## src/rtl/dbus_uart_tx_pkg.sv

```systemverilog
// Shared register map, bit positions and FSM encodings for the memory-mapped UART transmitter.
// UART_TX_PARITY_EN adds the PARITY state (8E1 framing).
package dbus_uart_tx_pkg;

    localparam logic [1:0] REG_TXDATA = 2'd0;
    localparam logic [1:0] REG_STATUS = 2'd1;
    localparam logic [1:0] REG_CTRL   = 2'd2;

    localparam int ST_FULL      = 0;
    localparam int ST_EMPTY     = 1;
    localparam int ST_BUSY      = 2;
    localparam int ST_OVF       = 3;
    localparam int ST_COUNT_LSB = 8;

    localparam int CTRL_TX_EN   = 0;
    localparam int CTRL_OVF_CLR = 1;
    localparam int CTRL_IRQ_EN  = 2;

    typedef enum logic [2:0] {
        S_IDLE   = 3'd0,
        S_START  = 3'd1,
        S_DATA   = 3'd2,
`ifdef UART_TX_PARITY_EN
        S_PARITY = 3'd3,
`endif
        S_STOP   = 3'd4
    } tx_state_e;

endpackage

```

## src/rtl/dbus_uart_tx_fifo.sv

```systemverilog
// sync_fifo: single-clock FIFO with occupancy count; pushes when full and pops when empty are ignored.
module sync_fifo #(
    parameter int WIDTH = 8,
    parameter int DEPTH = 16
) (
    input  logic                     clk,
    input  logic                     rst,
    input  logic                     push,
    input  logic                     pop,
    input  logic [WIDTH-1:0]         din,
    output logic [WIDTH-1:0]         dout,
    output logic                     full,
    output logic                     empty,
    output logic [$clog2(DEPTH):0]   count
);

    localparam int AW = $clog2(DEPTH);

    logic [WIDTH-1:0] mem_q [DEPTH];
    logic [AW-1:0]    wr_ptr_q, rd_ptr_q;
    logic [AW:0]      count_q;
    logic             do_push, do_pop;

    // Fullness uses the pre-edge count, so a same-cycle pop never rescues a push.
    assign full    = (count_q == (AW+1)'(DEPTH));
    assign empty   = (count_q == '0);
    assign do_push = push & ~full;
    assign do_pop  = pop & ~empty;
    assign dout    = mem_q[rd_ptr_q];
    assign count   = count_q;

    always_ff @(posedge clk) begin
        if (do_push) begin
            mem_q[wr_ptr_q] <= din;
        end
    end

    always_ff @(posedge clk) begin
        if (rst) begin
            wr_ptr_q <= '0;
            rd_ptr_q <= '0;
            count_q  <= '0;
        end else begin
            if (do_push) wr_ptr_q <= wr_ptr_q + 1'b1;
            if (do_pop)  rd_ptr_q <= rd_ptr_q + 1'b1;
            case ({do_push, do_pop})
                2'b10:   count_q <= count_q + 1'b1;
                2'b01:   count_q <= count_q - 1'b1;
                default: count_q <= count_q;
            endcase
        end
    end

endmodule

```

## src/rtl/dbus_uart_tx.sv

```systemverilog
// Data-bus UART transmitter: register decode, TX FIFO, frame FSM with baud counter.
// Define UART_TX_PARITY_EN for an even parity bit after the data bits.
module dbus_uart_tx
    import dbus_uart_tx_pkg::*;
#(
    parameter int CLK_DIV    = 108,
    parameter int FIFO_DEPTH = 16
) (
    input  logic        clk,
    input  logic        rst,
    input  logic        ce,
    input  logic        we,
    input  logic [31:0] addr,
    input  logic [3:0]  sel,
    input  logic [31:0] data_i,
    output logic [31:0] data_o,
    output logic        txd,
    output logic        irq,
    output tx_state_e   dbg_state_o
);

    localparam int BW = (CLK_DIV > 1) ? $clog2(CLK_DIV) : 1;
    localparam logic [BW-1:0] BAUD_RELOAD = BW'(CLK_DIV - 1);

    tx_state_e   state_q, state_d;
    logic [BW-1:0] baud_q, baud_d;
    logic [7:0]  shift_q, shift_d;
    logic [2:0]  bit_idx_q, bit_idx_d;
    logic        txd_q, txd_d;
    logic        irq_q, tx_en_q, irq_en_q, ovf_q;
`ifdef UART_TX_PARITY_EN
    logic        parity_q, parity_d;
`endif

    logic        fifo_pop, fifo_full, fifo_empty;
    logic [7:0]  fifo_dout;
    logic [$clog2(FIFO_DEPTH):0] fifo_count;
    logic        wr_en, txdata_wr, ctrl_wr, busy, baud_done;
    logic        unused_bits;

    assign wr_en     = ce & we & sel[0];
    assign txdata_wr = wr_en & (addr[3:2] == REG_TXDATA);
    assign ctrl_wr   = wr_en & (addr[3:2] == REG_CTRL);
    assign busy      = (state_q != S_IDLE);
    assign baud_done = (baud_q == '0);
    assign unused_bits = ^{addr[31:4], addr[1:0], sel[3:1], data_i[31:8], data_i[7:3]};

    sync_fifo #(.WIDTH(8), .DEPTH(FIFO_DEPTH)) u_fifo (
        .clk   (clk),
        .rst   (rst),
        .push  (txdata_wr),
        .pop   (fifo_pop),
        .din   (data_i[7:0]),
        .dout  (fifo_dout),
        .full  (fifo_full),
        .empty (fifo_empty),
        .count (fifo_count)
    );

    always_comb begin
        state_d   = state_q;
        baud_d    = baud_done ? '0 : baud_q - 1'b1;
        shift_d   = shift_q;
        bit_idx_d = bit_idx_q;
        fifo_pop  = 1'b0;
`ifdef UART_TX_PARITY_EN
        parity_d  = parity_q;
`endif
        case (state_q)
            S_IDLE: begin
                if (tx_en_q && !fifo_empty) begin
                    state_d  = S_START;
                    baud_d   = BAUD_RELOAD;
                    fifo_pop = 1'b1;
                    shift_d  = fifo_dout;
`ifdef UART_TX_PARITY_EN
                    parity_d = ^fifo_dout;
`endif
                end
            end
            S_START: begin
                if (baud_done) begin
                    state_d   = S_DATA;
                    baud_d    = BAUD_RELOAD;
                    bit_idx_d = 3'd0;
                end
            end
            S_DATA: begin
                if (baud_done) begin
                    baud_d = BAUD_RELOAD;
                    if (bit_idx_q == 3'd7) begin
`ifdef UART_TX_PARITY_EN
                        state_d = S_PARITY;
`else
                        state_d = S_STOP;
`endif
                    end else begin
                        bit_idx_d = bit_idx_q + 3'd1;
                        shift_d   = {1'b0, shift_q[7:1]};
                    end
                end
            end
`ifdef UART_TX_PARITY_EN
            S_PARITY: begin
                if (baud_done) begin
                    state_d = S_STOP;
                    baud_d  = BAUD_RELOAD;
                end
            end
`endif
            S_STOP: begin
                // Chain straight into the next START so queued bytes leave with no idle gap.
                if (baud_done) begin
                    if (tx_en_q && !fifo_empty) begin
                        state_d  = S_START;
                        baud_d   = BAUD_RELOAD;
                        fifo_pop = 1'b1;
                        shift_d  = fifo_dout;
`ifdef UART_TX_PARITY_EN
                        parity_d = ^fifo_dout;
`endif
                    end else begin
                        state_d = S_IDLE;
                        baud_d  = '0;
                    end
                end
            end
            default: begin
                state_d = S_IDLE;
                baud_d  = '0;
            end
        endcase

        case (state_d)
            S_START:  txd_d = 1'b0;
            S_DATA:   txd_d = shift_d[0];
`ifdef UART_TX_PARITY_EN
            S_PARITY: txd_d = parity_d;
`endif
            default:  txd_d = 1'b1;
        endcase
    end

    always_ff @(posedge clk) begin
        if (rst) begin
            state_q   <= S_IDLE;
            baud_q    <= '0;
            shift_q   <= '0;
            bit_idx_q <= '0;
            txd_q     <= 1'b1;
            irq_q     <= 1'b0;
            tx_en_q   <= 1'b1;
            irq_en_q  <= 1'b0;
            ovf_q     <= 1'b0;
        end else begin
            state_q   <= state_d;
            baud_q    <= baud_d;
            shift_q   <= shift_d;
            bit_idx_q <= bit_idx_d;
            txd_q     <= txd_d;
            irq_q     <= irq_en_q & fifo_empty & ~busy;
            if (ctrl_wr) begin
                tx_en_q  <= data_i[CTRL_TX_EN];
                irq_en_q <= data_i[CTRL_IRQ_EN];
            end
            if (txdata_wr && fifo_full) begin
                ovf_q <= 1'b1;
            end else if (ctrl_wr && data_i[CTRL_OVF_CLR]) begin
                ovf_q <= 1'b0;
            end
        end
    end

`ifdef UART_TX_PARITY_EN
    always_ff @(posedge clk) begin
        if (rst) parity_q <= 1'b0;
        else     parity_q <= parity_d;
    end
`endif

    always_comb begin
        data_o = '0;
        if (ce && !we) begin
            case (addr[3:2])
                REG_STATUS: begin
                    data_o[ST_FULL]               = fifo_full;
                    data_o[ST_EMPTY]              = fifo_empty;
                    data_o[ST_BUSY]               = busy;
                    data_o[ST_OVF]                = ovf_q;
                    data_o[ST_COUNT_LSB +: 8]     = 8'(fifo_count);
                end
                REG_CTRL: begin
                    data_o[CTRL_TX_EN]  = tx_en_q;
                    data_o[CTRL_IRQ_EN] = irq_en_q;
                end
                default: data_o = '0;
            endcase
        end
    end

    assign txd         = txd_q;
    assign irq         = irq_q;
    assign dbg_state_o = state_q;

endmodule

```

## config.mk

```make
export PLATFORM = sky130hd
export DESIGN_NAME = dbus_uart_tx
export DESIGN_NICKNAME = d
export VERILOG_FILES = /design/src/rtl/dbus_uart_tx_pkg.sv /design/src/rtl/dbus_uart_tx_fifo.sv /design/src/rtl/dbus_uart_tx.sv
export SDC_FILE = /design/constraint.sdc
export NUM_CORES = 1
export LEC_CHECK = 0
export CAP_MARGIN = 10
export CORE_MARGIN = 3
export CORE_UTILIZATION = 49
export CTS_CLUSTER_DIAMETER = 120
export DETAILED_ROUTE_END_ITERATION = 10
export PLACE_DENSITY = 0.83
export SLEW_MARGIN = 10
export SYNTH_ARGS = -nofsm -noshare
export SYNTH_HDL_FRONTEND = slang
export SYNTH_SLANG_ARGS = --single-unit
```

## constraint.sdc

```tcl
create_clock -name clk -period 3.2 [get_ports clk]
set_input_delay 0.64 -clock clk [delete_from_list [all_inputs] [get_ports clk]]
set_output_delay 0.64 -clock clk [all_outputs]
set_load 0.02 [all_outputs]
```

# After elaboration in Yosys (flattened, before gate mapping)
# Memories as Yosys holds them, arrays and structs flattened. A register that Yosys moved wholly into a read port is not among the register bits.
# Cells that the tools add are included.
# word_totals
register_bits,39
latch_bits,0
mem_bits_rw,128
romBits,0
inputBits,72
elab_cells,103
memories,1
# memory_table
memory,words,word_bits,read_ports,rd_ports_with_merged_regs,wr,line,source
u_fifo.mem_q,16,8,1,1,1,dbus_uart_tx_fifo.sv:19,logic [WIDTH-1:0] mem_q [DEPTH];
# op_classes
add_sub_neg,6
multipliers,0
n_div,0
n_lt_le_gt_ge,0
eq_ne,15
shifts,0
muxes,39
bitwise,11
reduce_logical,18
# ops
op,n
7-bit 2-to-1 mux,5
8-bit 2-to-1 mux,4
3-bit 2-to-1 mux,8
8-bit case mux with 3 select lines,1
7-bit case mux with 3 select lines,1
13-bit 2-to-1 mux,1
3-bit case mux with 4 select lines,1
5-bit case mux with 2 select lines,1
1-bit 2-to-1 mux,9
4-bit by 1-bit adder with 4-bit output (second input constant),2
1-bit AND,8
4-bit 2-to-1 mux,2
2-bit != test (second input constant),4
1-bit case mux with 2 select lines,4
4-bit AND reduction,2
7-bit zero test,1
7-bit by 1-bit subtractor with 7-bit output (second input constant),1
3-bit by 1-bit == test with 1-bit output (second input constant),2
3-bit by 2-bit == test with 1-bit output (second input constant),2
3-bit == test (second input constant),2
3-bit case mux with 2 select lines,1
2-bit nonzero test,3
3-bit nonzero test,2
5-bit by 1-bit adder with 5-bit output (second input constant),1
13 further kinds,21

# Depth between registers and ports, before layout
# Gate-level depths: netlist (run 1).
# depth
depth_word,9
depth_mapped,15
mapped_depth_nobuf,14

# Hierarchy
# From an unflattened synthesis (run 1), not the netlist that was laid out.
# hier_totals
hier_cells,542
area_unflattened_um2,7581.0
# by_module_without_submodules
module,instances,cells_each,area_each_um2
sync_fifo,1,324,5836.8
dbus_uart_tx,1,218,1744.2

# Worst setup path after synthesis (run 1)
# OpenSTA, ideal clock, no wires.
# synth_path
path_kind,input port to flip-flop
start,input port addr[2]
end,"register u_fifo.count_q[4], in the netlist u_fifo.count[4]"
setup_time_ns,0.132
t_arrival_ns,3.099
t_required_ns,3.068
setup_slack_ns,-0.032
cell_stages,14
n_path_buf,1
path_cell_list,inv_1 > ha_1 > nand4_1 > a21oi_1 > inv_1 > ha_1 > clkbuf_1 > xor2_1 > ha_1 > a21oi_1 > o22ai_1 > a222oi_1 > or3_1 > a21oi_1
# synth_via
elab_chain_cells,5
# synth_rtl
element,line,source
start: declaration,dbus_uart_tx.sv:13,"input logic [31:0] addr,"
2-bit zero test (*),dbus_uart_tx.sv:42,assign txdata_wr = wr_en & (addr[3:2] == REG_TXDATA);
1-bit AND (*),dbus_uart_tx.sv:42,
1-bit AND (*),dbus_uart_tx_fifo.sv:27,assign do_push = push & ~full;
2-bit by 1-bit == test with 1-bit output / 2-bit == test (equally long branches),dbus_uart_tx_fifo.sv:46,"case ({do_push, do_pop})"
5-bit case mux with 2 select lines / 2-bit nonzero test (equally long branches),--,
end signal: assignment,dbus_uart_tx_fifo.sv:47,2'b10: count_q <= count_q + 1'b1;
end signal: assignment,dbus_uart_tx_fifo.sv:48,2'b01: count_q <= count_q - 1'b1;
end signal: assignment,dbus_uart_tx_fifo.sv:49,default: count_q <= count_q;
end: declaration,dbus_uart_tx_fifo.sv:21,logic [AW:0] count_q;
# Every way passes the cells marked *; elsewhere a longest branch is shown, timed or not.
# A chain may end at the register's enable or synchronous reset.

# Final worst setup path (run 1)
# layout_path
start,"register u_fifo.count_q[1], in the netlist u_fifo.count[1]"
end,output port data_o[0]
# layout_via
elab_chain_cells,3
# layout_rtl
element,line,source
5-bit == test,dbus_uart_tx_fifo.sv:25,assign full = (count_q == (AW+1)'(DEPTH));
1-bit case mux with 2 select lines,dbus_uart_tx.sv:184,case (addr[3:2])
13-bit 2-to-1 mux,dbus_uart_tx.sv:183,if (ce && !we) begin
end: declaration,dbus_uart_tx.sv:16,"output logic [31:0] data_o,"
# No other way between the ends.

==> results of run 1 <==
cell families (layout without fill, tap and decap cells):
family                   after synthesis  in the layout  synth area share (%)
AND/OR/NAND/NOR                      151            151                 10.41
adder cells (fa/ha/maj)               15             15                 2.429
buffers and inverters                 71            108                 5.004
flip-flops                           171            171                 60.89
other                                  1             23               0.04854
AO/OA/AOI/OAI                        104            104                 9.830
multiplexers                          51             51                 10.02
XOR/XNOR                              12             12                 1.360
cell type report:
cell class / count / area (um2) / area share (%)
sequential: 171 / 4706 / 53.17
multi-input combinational: 356 / 2725 / 30.79
timing repair buffer: 56 / 490.5 / 5.541
clock buffer: 17 / 425.4 / 4.806
tap: 211 / 264.0 / 2.983
clock inverter: 15 / 165.2 / 1.866
inverter: 20 / 75.07 / 0.8482
layer usage:
layer / share of wire, % / vias up
met4: 2.6 / 0
li1: - / 2230
met1: 39 / 2424
met5: 0 / -
met3: 6.8 / 41
met2: 52 / 248
final timing paths:
| path | start | to | slack (ns) | cells after the start |
|---|---|---|---|---|
| setup / recovery | u_fifo.count[1] | data_o[0] | 0.08 | 5 |
| hold / removal | ovf_q | ovf_q | 0.49 | 2 |
| setup reg to reg | u_fifo.count[2] | u_fifo.count[4] | 0.15 | 12 |
| hold reg to reg | ovf_q | ovf_q | 0.49 | 2 |
report_power, final:
group          leakage [nW]  internal, W  switching, W  total (W)
sequential             1.50      0.00253      0.000171    0.00270
combinational          1.26      0.00110       0.00138    0.00248
clock                 0.279      0.00116      0.000872    0.00203
total                  3.05      0.00480       0.00242    0.00722
cell usage after synthesis (2+ instances only):
| cell type | number |
|---|---|
| a211oi_1 | 3 |
| a21oi_1 | 29 |
| a221o_1 | 5 |
| a221oi_1 | 7 |
| a22oi_1 | 2 |
| a31o_2 | 2 |
| a31oi_1 | 3 |
| and2_1 | 13 |
| and3_1 | 2 |
| buf_1 | 3 |
| buf_2 | 6 |
| buf_4 | 24 |
| buf_6 | 3 |
| clkbuf_1 | 15 |
| dfxtp_1 | 43 |
| edfxtp_1 | 128 |
| ha_1 | 15 |
| inv_1 | 19 |
| mux2_2 | 11 |
| mux2i_1 | 20 |
| mux4_2 | 20 |
| nand2_1 | 25 |
| nand2b_1 | 8 |
| nand3_1 | 13 |
| nand4_1 | 4 |
| nor2_1 | 40 |
| nor2b_1 | 9 |
| nor3_1 | 12 |
| nor3b_1 | 3 |
| nor4_1 | 5 |
| o211ai_1 | 5 |
| o21a_1 | 2 |
| o21ai_0 | 14 |
| o22ai_1 | 12 |
| o31ai_1 | 2 |
| o31ai_2 | 5 |
| or3_1 | 5 |
| or4_1 | 2 |
| xnor2_1 | 3 |
| xor2_1 | 9 |
state kept, by name, summed over array words and instances (netlist names), named ones only:
signal,flops
u_fifo.mem_q,128
shift_q,8
baud_q,7
u_fifo.count,5
u_fifo.rd_ptr_q,4
u_fifo.wr_ptr_q,4
bit_idx_q,3
dbg_state_o,3
irq,1
irq_en_q,1
ovf_q,1
tx_en_q,1
txd,1
metrics by stage:
step | setup TNS [ns] | instances | setup WS (ns) | cell area (um2) | total power (W)
after detailed placement | -0.1256 | 814 | -0.1256 | 8257 | 0.005155
after floorplan | 0 | 598 | 0.1245 | 7812 | 0.004629
after global routing | -0.04093 | 846 | -0.04093 | 8851 | 0.007594
final | 0 | 846 | 0.07817 | 8851 | 0.007218
after CTS | 0 | 846 | 0.09416 | 8847 | 0.007207
after global placement | -0.01773 | 814 | -0.01773 | 8257 | 0.005034
worst min-delay path: cells and delay by family, from the launching register on:
family,cells,cell delay (ns)
flip-flops,1,0.32
AND/OR/NAND/NOR,1,0.07
AO/OA/AOI/OAI,1,0.06
timing repair:
action                     in CTS  in global routing
buffers inserted                0                  0
setup endpoints to repair       0                  2
resized for setup               0                  1
hold buffers                    0                  0
==> impl_metrics.csv, run 1 <==
group,metric,value,unit
run_status,status,"completed",
logic_synthesis,synth_top_area_share,49.75,%
layout,syn_to_final_growth,14.56,%
logic_synthesis,seq_area_frac_synth,60.89,%
die,die_area,17310,um2
clock_network,cts_max_level,4,
sta,slew_headroom,39.06,%
setup_path,cpLargestDelayFamily,"buffers and inverters",
clock_network,cts_tree,"yes",
setup_path,cp_max_fo,7,
sta,hold_viol,0,
clock_network,numClockSinks,171,
global_route,grt_max_degree,31,
setup_path,crit_required,2.56,ns
sta,fmax,320.3,MHz
layout,final_util,57.79,%
sta,setup_violations,0,
global_route,grt_use_met2,33.61,%
layout,most-common-layout-cells,"128 x edfxtp_1, 42 x dfxtp_1, 40 x nor2_1",
global_route,grt_usage,19.66,%
power_and_ir_drop,power_density,815.5,nW/um2
layout,fillers,1175,
global_route,grt.busiest_layer,"met2",
routing,vias_per_cell,5.843,
die,pin_count,109,
sta,fin_crit_sh,97.56,%
setup_path,cpPeakStageDelay,0.63,ns
placement,dpl.hpwl,10.90,mm
job,max_cap_viol_count,0,
logic_synthesis,yosys.area.top_type,"edfxtp_1",
global_route,antenna_found_initial,0,
clock_network,clockBufferDepth,2,
global_route,use_met1,24.50,%
die,dieWidth,131.6,um
clock_network,clkLatencyLatePin,0.43,ns
placement,place.gp.congestion,0.8567,
layout,nets,709,
global_route,grt_pass1_wl,26.46,mm
logic_synthesis,synth_area_leaders,"edfxtp_1 50%, dfxtp_1 11%, mux4_2 5.8%",
sta,final_max_slew_viol_count,0,
setup_path,worstSetupPathType,"reg -> out",
routing,drc_errors,0,
logic_synthesis,synth_edf_count,128,
setup_path,worst_path_max_delay_cell,"nor4_1",
setup_path,endpoint_kind,"output port",
setup_path,startpoint_type,"register",
routing,drt_iter0_drc,610,
sta,whs,0.4873,ns
logic_synthesis,synth_warnings,0,
sta,fin_skew,0.005414,ns
min_path,hold_class,"reg -> reg",
global_route,grt_pass1_vias,4903,
setup_path,arrival,2.48,ns
routing,wire_per_inst,19.61,um
sta,period_minus_slack,3.122,ns
sta,tightest_slew,0.9128,ns
layout,drive_gt1_share,17.48,%
logic_synthesis,synth.distinct_cells,65,
setup_path,cp.buffers_inverters,2,
global_route,grt_overflow,0,
die,core,15310,um2
die,chipHeight,131.6,um
global_route,grt_use_met3,4.211,%
routing,wl,16.59,mm
clock_network,cts_inserted_buffers,17,
routing,detailedRoute.firstPassIterationCount,5,
logic_synthesis,syn_inst,576,
placement,portBuffers,28,
die,num_rows,45,
logic_synthesis,avgSynthCellArea,13.41,um2
routing,vias,4943,
power_and_ir_drop,ir_drop,0.0004898,V
clock_network,cts-root-buf,"clkbuf_16",
logic_synthesis,ys_ff_latch,171,
logic_synthesis,async_flop_share,0,%
layout,num_antenna_cells,0,
power_and_ir_drop,leakagePower,3.045,nW
routing,ant_nets,0,
die,initial_core_util,50.45,%
clock_network,clkSlewWorstSetupHoldPaths,0.06,ns
setup_path,worstPathCellList,"buf_4, nor4_1, a32oi_1, nor2_1, clkdlybuf4s50_1",
layout,layout_commonest_cell,"edfxtp_1",
logic_synthesis,synth_area,7726,um2
logic_synthesis,synth_ff_type,"edfxtp_1",
Note: power is estimated with default switching activity, not from simulation.
==> inputs of run 2 (changes only) <==
- CORE_UTILIZATION: 49 -> 50
- PLACE_DENSITY: 0.83 -> 0.81
- clock period: 3.2 -> 3.7 ns (I/O delays scaled with it)
==> run 2 against run 1 <==
  * Power fell by 16%
  * Clock-buffer cell count up 1
  * Via count fell by 2.8%
  * Largest cell class unchanged
  * Highest routed layer unchanged
==> impl_metrics.csv, run 2 (synthesis results as in run 1) <==
group,metric,value,unit
routing,vias_per_cell,5.922,
global_route,grt_overflow,0,
clock_network,cts_hold_buf,0,
sta,period_minus_slack,3.362,ns
setup_path,cpLargestDelayFamily,"compound AO/OA/AOI/OAI gates",
die,initial_core_util,52.17,%
setup_path,crit_path_start,"u_fifo.count[0]",
setup_path,r2r-start,"u_fifo.count[0]",
sta,fin_tns_setup,0,ns
routing,drt_iter0_drc,371,
setup_path,worstPathCellList,"or4_1, o21a_4, nand3_4, inv_1, ha_1, xor2_1, ha_1, a21oi_1, o22ai_1, a222oi_1, or3_1, a21oi_1",
clock_network,cts-root-buf,"clkbuf_16",
layout,nets,701,
layout,num_antenna_cells,0,
layout,most-common-layout-cells,"128 x edfxtp_1, 42 x dfxtp_1, 40 x nor2_1, 29 x a21oi_1, 28 x clkdlybuf4s50_1",
setup_path,arrival,3.64,ns
routing,ant_nets,0,
sta,tightest_slew,1.086,ns
clock_network,cts_tree,"yes",
routing,wl,15.71,mm
power_and_ir_drop,power_density,693.5,nW/um2
setup_path,cp.buffers_inverters,1,
setup_path,ff2ff_path_depth,12,
sta,rsz0062_at_grt,"no",
die,num_rows,44,
sta,fmax,297.4,MHz
power_and_ir_drop,ir_drop,0.0003691,V
setup_path,startpoint_type,"register",
die,chipHeight,130.3,um
sta,setup_violations,0,
placement,dpl.hpwl,10.30,mm
global_route,grt_usage,19.69,%
layout,layout_commonest_cell,"edfxtp_1",
setup_path,cpPeakStageDelay,0.70,ns
global_route,grt_pass1_vias,4767,
global_route,grt_pass1_wl,25.38,mm
setup_path,reg2reg_to,"u_fifo.count[4]",
power_and_ir_drop,leakagePower,3.001,nW
global_route,grt_max_degree,25,
layout,drive_gt1_share,15.95,%
sta,fin_skew,0.007339,ns
die,die_area,16980,um2
sta,hold_viol,0,
layout,largest_register_ffs,128,
setup_path,endpoint_kind,"register",
layout,final_area,8717,um2
run_status,status,"completed",
sta,fin_crit_sh,90.87,%
min_path,hold_end,"irq_en_q",
setup_path,crit_required,3.98,ns
placement,place.gp.congestion,0.8123,
job,max_cap_viol_count,0,
clock_network,clkSlewWorstSetupHoldPaths,0.07,ns
setup_path,rrSetupSlack,0.34,ns
power_and_ir_drop,finalPower,0.006046,W
clock_network,clockBufferDepth,2,
clock_network,cts_setup_buffers,0,
layout,top_register,"u_fifo.mem_q",
sta,slew_headroom,27.49,%
clock_network,cts_inserted_buffers,17,
placement,post-place-ws,0.08089,ns
routing,drc_errors,0,
die,dieWidth,130.3,um
layout,syn_to_final_growth,12.83,%
min_path,min_from,"irq_en_q",
routing,wire_per_inst,19.37,um
setup_path,worst_path_max_delay_cell,"or4_1",
clock_network,cts_max_level,4,
setup_path,cp_max_fo,7,
routing,detailedRoute.firstPassIterationCount,5,
routing,vias,4803,
placement,placed_cell_area,8159,um2
sta,final_max_slew_viol_count,0,
die,pin_count,109,
setup_path,worstSetupPathType,"reg -> reg",
clock_network,numClockSinks,171,
placement,portBuffers,28,
min_path,hold_class,"reg -> reg",
min_path,hold-path-cell-count,2,
clock_network,clkLatencyLatePin,0.43,ns
global_route,antenna_found_initial,0,
layout,reg_top3,"u_fifo.mem_q: 128 flops, shift_q: 8 flops, baud_q: 7 flops",
die,core,14810,um2
clock_network,cts-resized-gates,0,
sta,layout_setup_ws,0.3380,ns
## run 2: cell count changes in the layout (fill, tap and decap cells not counted), sizes merged
cell / previous run / this run
bufinv: 2 / 0
buf: 28 / 20
clkbuf: 17 / 18
clkinv: 6 / 5
inv: 24 / 28
clkinvlp: 3 / 1
## run 2: report_power, final
| group | internal, W | switching [W] |
|---|---|---|
| logic | 0.000902 | 0.00104 |
| clock network | 0.000889 | 0.000773 |
| registers | 0.00219 | 0.000251 |
## run 2: cell type report
type	instances	area (um2)
Tap cell	184	230.2
Timing Repair Buffer	48	430.4
Clock buffer	18	429.2
Multi-Input combinational cell	356	2718
Fill cell	1084	6092
Sequential cell	171	4706
Clock inverter	14	128.9
Inverter	20	75.07
## run 2: layer usage
metal / vias to the layer above / global-route usage (%) / wire length, um
met3: 32 / 4.052 / 999
met4: 0 / 6.968 / 334
met2: 192 / 33.31 / 8101
met5: - / 0 / 0
met1: 2357 / 25.32 / 6276
li1: 2222 / - / -
## run 2: worst max path at each step
| stage | end | slack [ns] | cells past startpoint |
|---|---|---|---|
| global placement | u_fifo.count[4] | 0.21 | 14 |
| CTS | u_fifo.count[4] | 0.37 | 12 |
| global route | u_fifo.count[4] | 0.13 | 12 |
| detailed placement | u_fifo.count[4] | 0.08 | 14 |
| finish | u_fifo.count[4] | 0.34 | 12 |
| floorplan | u_fifo.count[4] | 0.37 | 14 |
## run 2: tightest hold or removal path: cells and delay by family, from the launching register on
kind             cells  cell delay, ns
AO/OA/AOI/OAI        1            0.05
AND/OR/NAND/NOR      1            0.06
flip-flops           1            0.33
## run 2: per-stage QoR
step	cells	hold slack (ns)	util [%]
after global placement	779	0.4569	55.09
after global routing	811	0.5076	58.86
final	811	0.4838	58.86
after CTS	811	0.4802	58.86
after detailed placement	779	0.4647	55.09
after floorplan	598	0.4436	-
==> inputs of run 3 (changes only) <==
- CORE_ASPECT_RATIO: unset -> 1.1
==> run 3 against run 2 <==
  * Sequential share of layout area shrank 0.31 points
  * Fmax grew 0.90%
  * Non-clock buffer count shrank 1
  * Die area is essentially flat
  * Routed wire length grew 0.55%
  * Global-route usage shrank 0.57 points
  * Final cell count grew 1.4%
  * Largest power group unchanged
==> impl_metrics.csv, run 3 (synthesis results as in run 1) <==
group,metric,value,unit
run_status,status,"completed",
layout,layout_commonest_cell,"edfxtp_1",
die,num_rows,47,
setup_path,reg2reg_to,"u_fifo.count[4]",
die,pin_count,109,
setup_path,rrSetupSlack,0.37,ns
clock_network,cts-resized-gates,0,
die,chipHeight,136.4,um
routing,detailedRoute.firstPassIterationCount,5,
min_path,hold_end,"bit_idx_q[1]",
global_route,grt_max_degree,31,
global_route,grt_usage,19.12,%
die,die_area,16980,um2
clock_network,clockBufferDepth,2,
sta,tightest_slew,1.072,ns
layout,largest_register_ffs,128,
clock_network,numClockSinks,171,
sta,hold_viol,0,
clock_network,clkLatencyLatePin,0.44,ns
clock_network,cts_hold_buf,0,
routing,wl,15.80,mm
sta,fin_skew,0.006991,ns
power_and_ir_drop,power_density,701.5,nW/um2
global_route,antenna_found_initial,0,
layout,num_antenna_cells,0,
layout,regArea,4706,um2
layout,drive_gt1_share,16.13,%
sta,fin_tns_setup,0,ns
setup_path,endpoint_kind,"register",
layout,final_util,58.01,%
routing,drc_errors,0,
placement,dpl.hpwl,10.51,mm
clock_network,cts_setup_buffers,0,
routing,vias,4885,
placement,post-place-ws,0.1050,ns
setup_path,r2r-start,"u_fifo.count[0]",
min_path,min_from,"bit_idx_q[1]",
sta,fin_crit_sh,90.06,%
layout,syn_to_final_growth,13.47,%
die,dieWidth,124.5,um
setup_path,arrival,3.70,ns
placement,place.gp.congestion,0.8880,
layout,nets,700,
placement,portBuffers,28,
global_route,grt_pass1_wl,25.10,mm
global_route,grt_overflow,0,
setup_path,worst_path_max_delay_cell,"or4_1",
sta,setup_violations,0,
layout,fillers,1116,
setup_path,crit_required,4.07,ns
setup_path,worstPathCellList,"or4_1, o21a_4, nand3_4, inv_1, ha_1, xor2_1, ha_1, a21oi_1, o22ai_1, a222oi_1, o21ai_0, a21oi_1",
layout,most-common-layout-cells,"128 x edfxtp_1, 42 x dfxtp_1, 40 x nor2_1, 29 x a21oi_1, 28 x clkdlybuf4s50_1",
routing,ant_nets,0,
sta,layout_setup_ws,0.3680,ns
layout,multi_input_area,2718,um2
clock_network,cts_max_level,4,
setup_path,startpoint_type,"register",
die,core,15110,um2
job,max_cap_viol_count,0,
power_and_ir_drop,ir_drop,0.0005433,V
setup_path,cpPeakStageDelay,0.69,ns
die,initial_core_util,51.12,%
clock_network,cts_inserted_buffers,17,
sta,final_max_slew_viol_count,0,
setup_path,worstSetupPathType,"reg -> reg",
clock_network,cts_tree,"yes",
layout,top_register,"u_fifo.mem_q",
routing,drt_iter0_drc,555,
setup_path,cp_max_fo,7,
clock_network,clkSlewWorstSetupHoldPaths,0.07,ns
sta,fmax,300.1,MHz
sta,slew_headroom,28.42,%
sta,rsz0062_at_grt,"no",
clock_network,cts-root-buf,"clkbuf_16",
routing,wire_per_inst,19.22,um
power_and_ir_drop,leakagePower,3.013,nW
layout,reg_top3,"u_fifo.mem_q: 128 flops, shift_q: 8 flops, baud_q: 7 flops",
min_path,hold_class,"reg -> reg",
min_path,hold-path-cell-count,2,
global_route,grt_pass1_vias,4808,
sta,period_minus_slack,3.332,ns
routing,vias_per_cell,5.943,
setup_path,ff2ff_path_depth,12,
==> run 3: worst max path at each step <==
stage	startpoint	endpoint	slack [ns]
2_1_floorplan	addr[2]	u_fifo.count[4]	0.37
3_3_place_gp	addr[2]	u_fifo.count[4]	0.22
3_5_place_dp	addr[2]	u_fifo.count[4]	0.10
4_1_cts	u_fifo.count[1]	u_fifo.count[4]	0.40
5_1_grt	u_fifo.count[1]	u_fifo.count[4]	0.14
6_report	u_fifo.count[0]	u_fifo.count[4]	0.37
==> run 3: stage by stage <==
| step | area, um2 | instances | hold WS, ns | total power, W |
|---|---|---|---|---|
| final | 8767 | 822 | 0.4773 | 0.006150 |
| after global routing | 8767 | 822 | 0.5108 | 0.006463 |
| after CTS | 8767 | 822 | 0.4794 | 0.006161 |
| after detailed placement | 8167 | 790 | 0.4676 | 0.004393 |
| after global placement | 8167 | 790 | 0.4578 | 0.004288 |
| after floorplan | 7809 | 598 | 0.4436 | 0.004001 |
==> run 3: routing by layer <==
metal / routed length (um) / GRT usage (%) / vias to the layer above / part of all wire, %
met3: 1075 / 5.108 / 49 / 6.8
met2: 8035 / 32.81 / 209 / 51
met4: 501 / 8.465 / 0 / 3.2
met5: 0 / 0 / - / 0
li1: - / - / 2229 / -
met1: 6186 / 22.80 / 2398 / 39
==> run 3: where the power goes <==
group          internal [W]  leakage (nW)  total (W)  switching [W]
sequential          0.00219          1.50    0.00247       0.000279
combinational      0.000900          1.22    0.00193        0.00103
clock              0.000913         0.291    0.00175       0.000839
==> run 3: area by class of cell <==
cell class / count / area share [%]
tap: 196 / 2.797
clock buffer: 17 / 4.852
clock inverter: 15 / 1.998
sequential: 171 / 53.67
multi-input combinational: 356 / 31.00
inverter: 20 / 0.8563
timing repair buffer: 47 / 4.824
==> run 3: worst max-delay path, delay by kind of cell (launching register included) <==
family | cells | cell delay [ns]
AO/OA/AOI/OAI | 6 | 1.42
AND/OR/NAND/NOR | 2 | 0.82
flip-flops | 1 | 0.38
buffers and inverters | 1 | 0.08
adder cells (fa/ha/maj) | 2 | 0.41
XOR/XNOR | 1 | 0.15
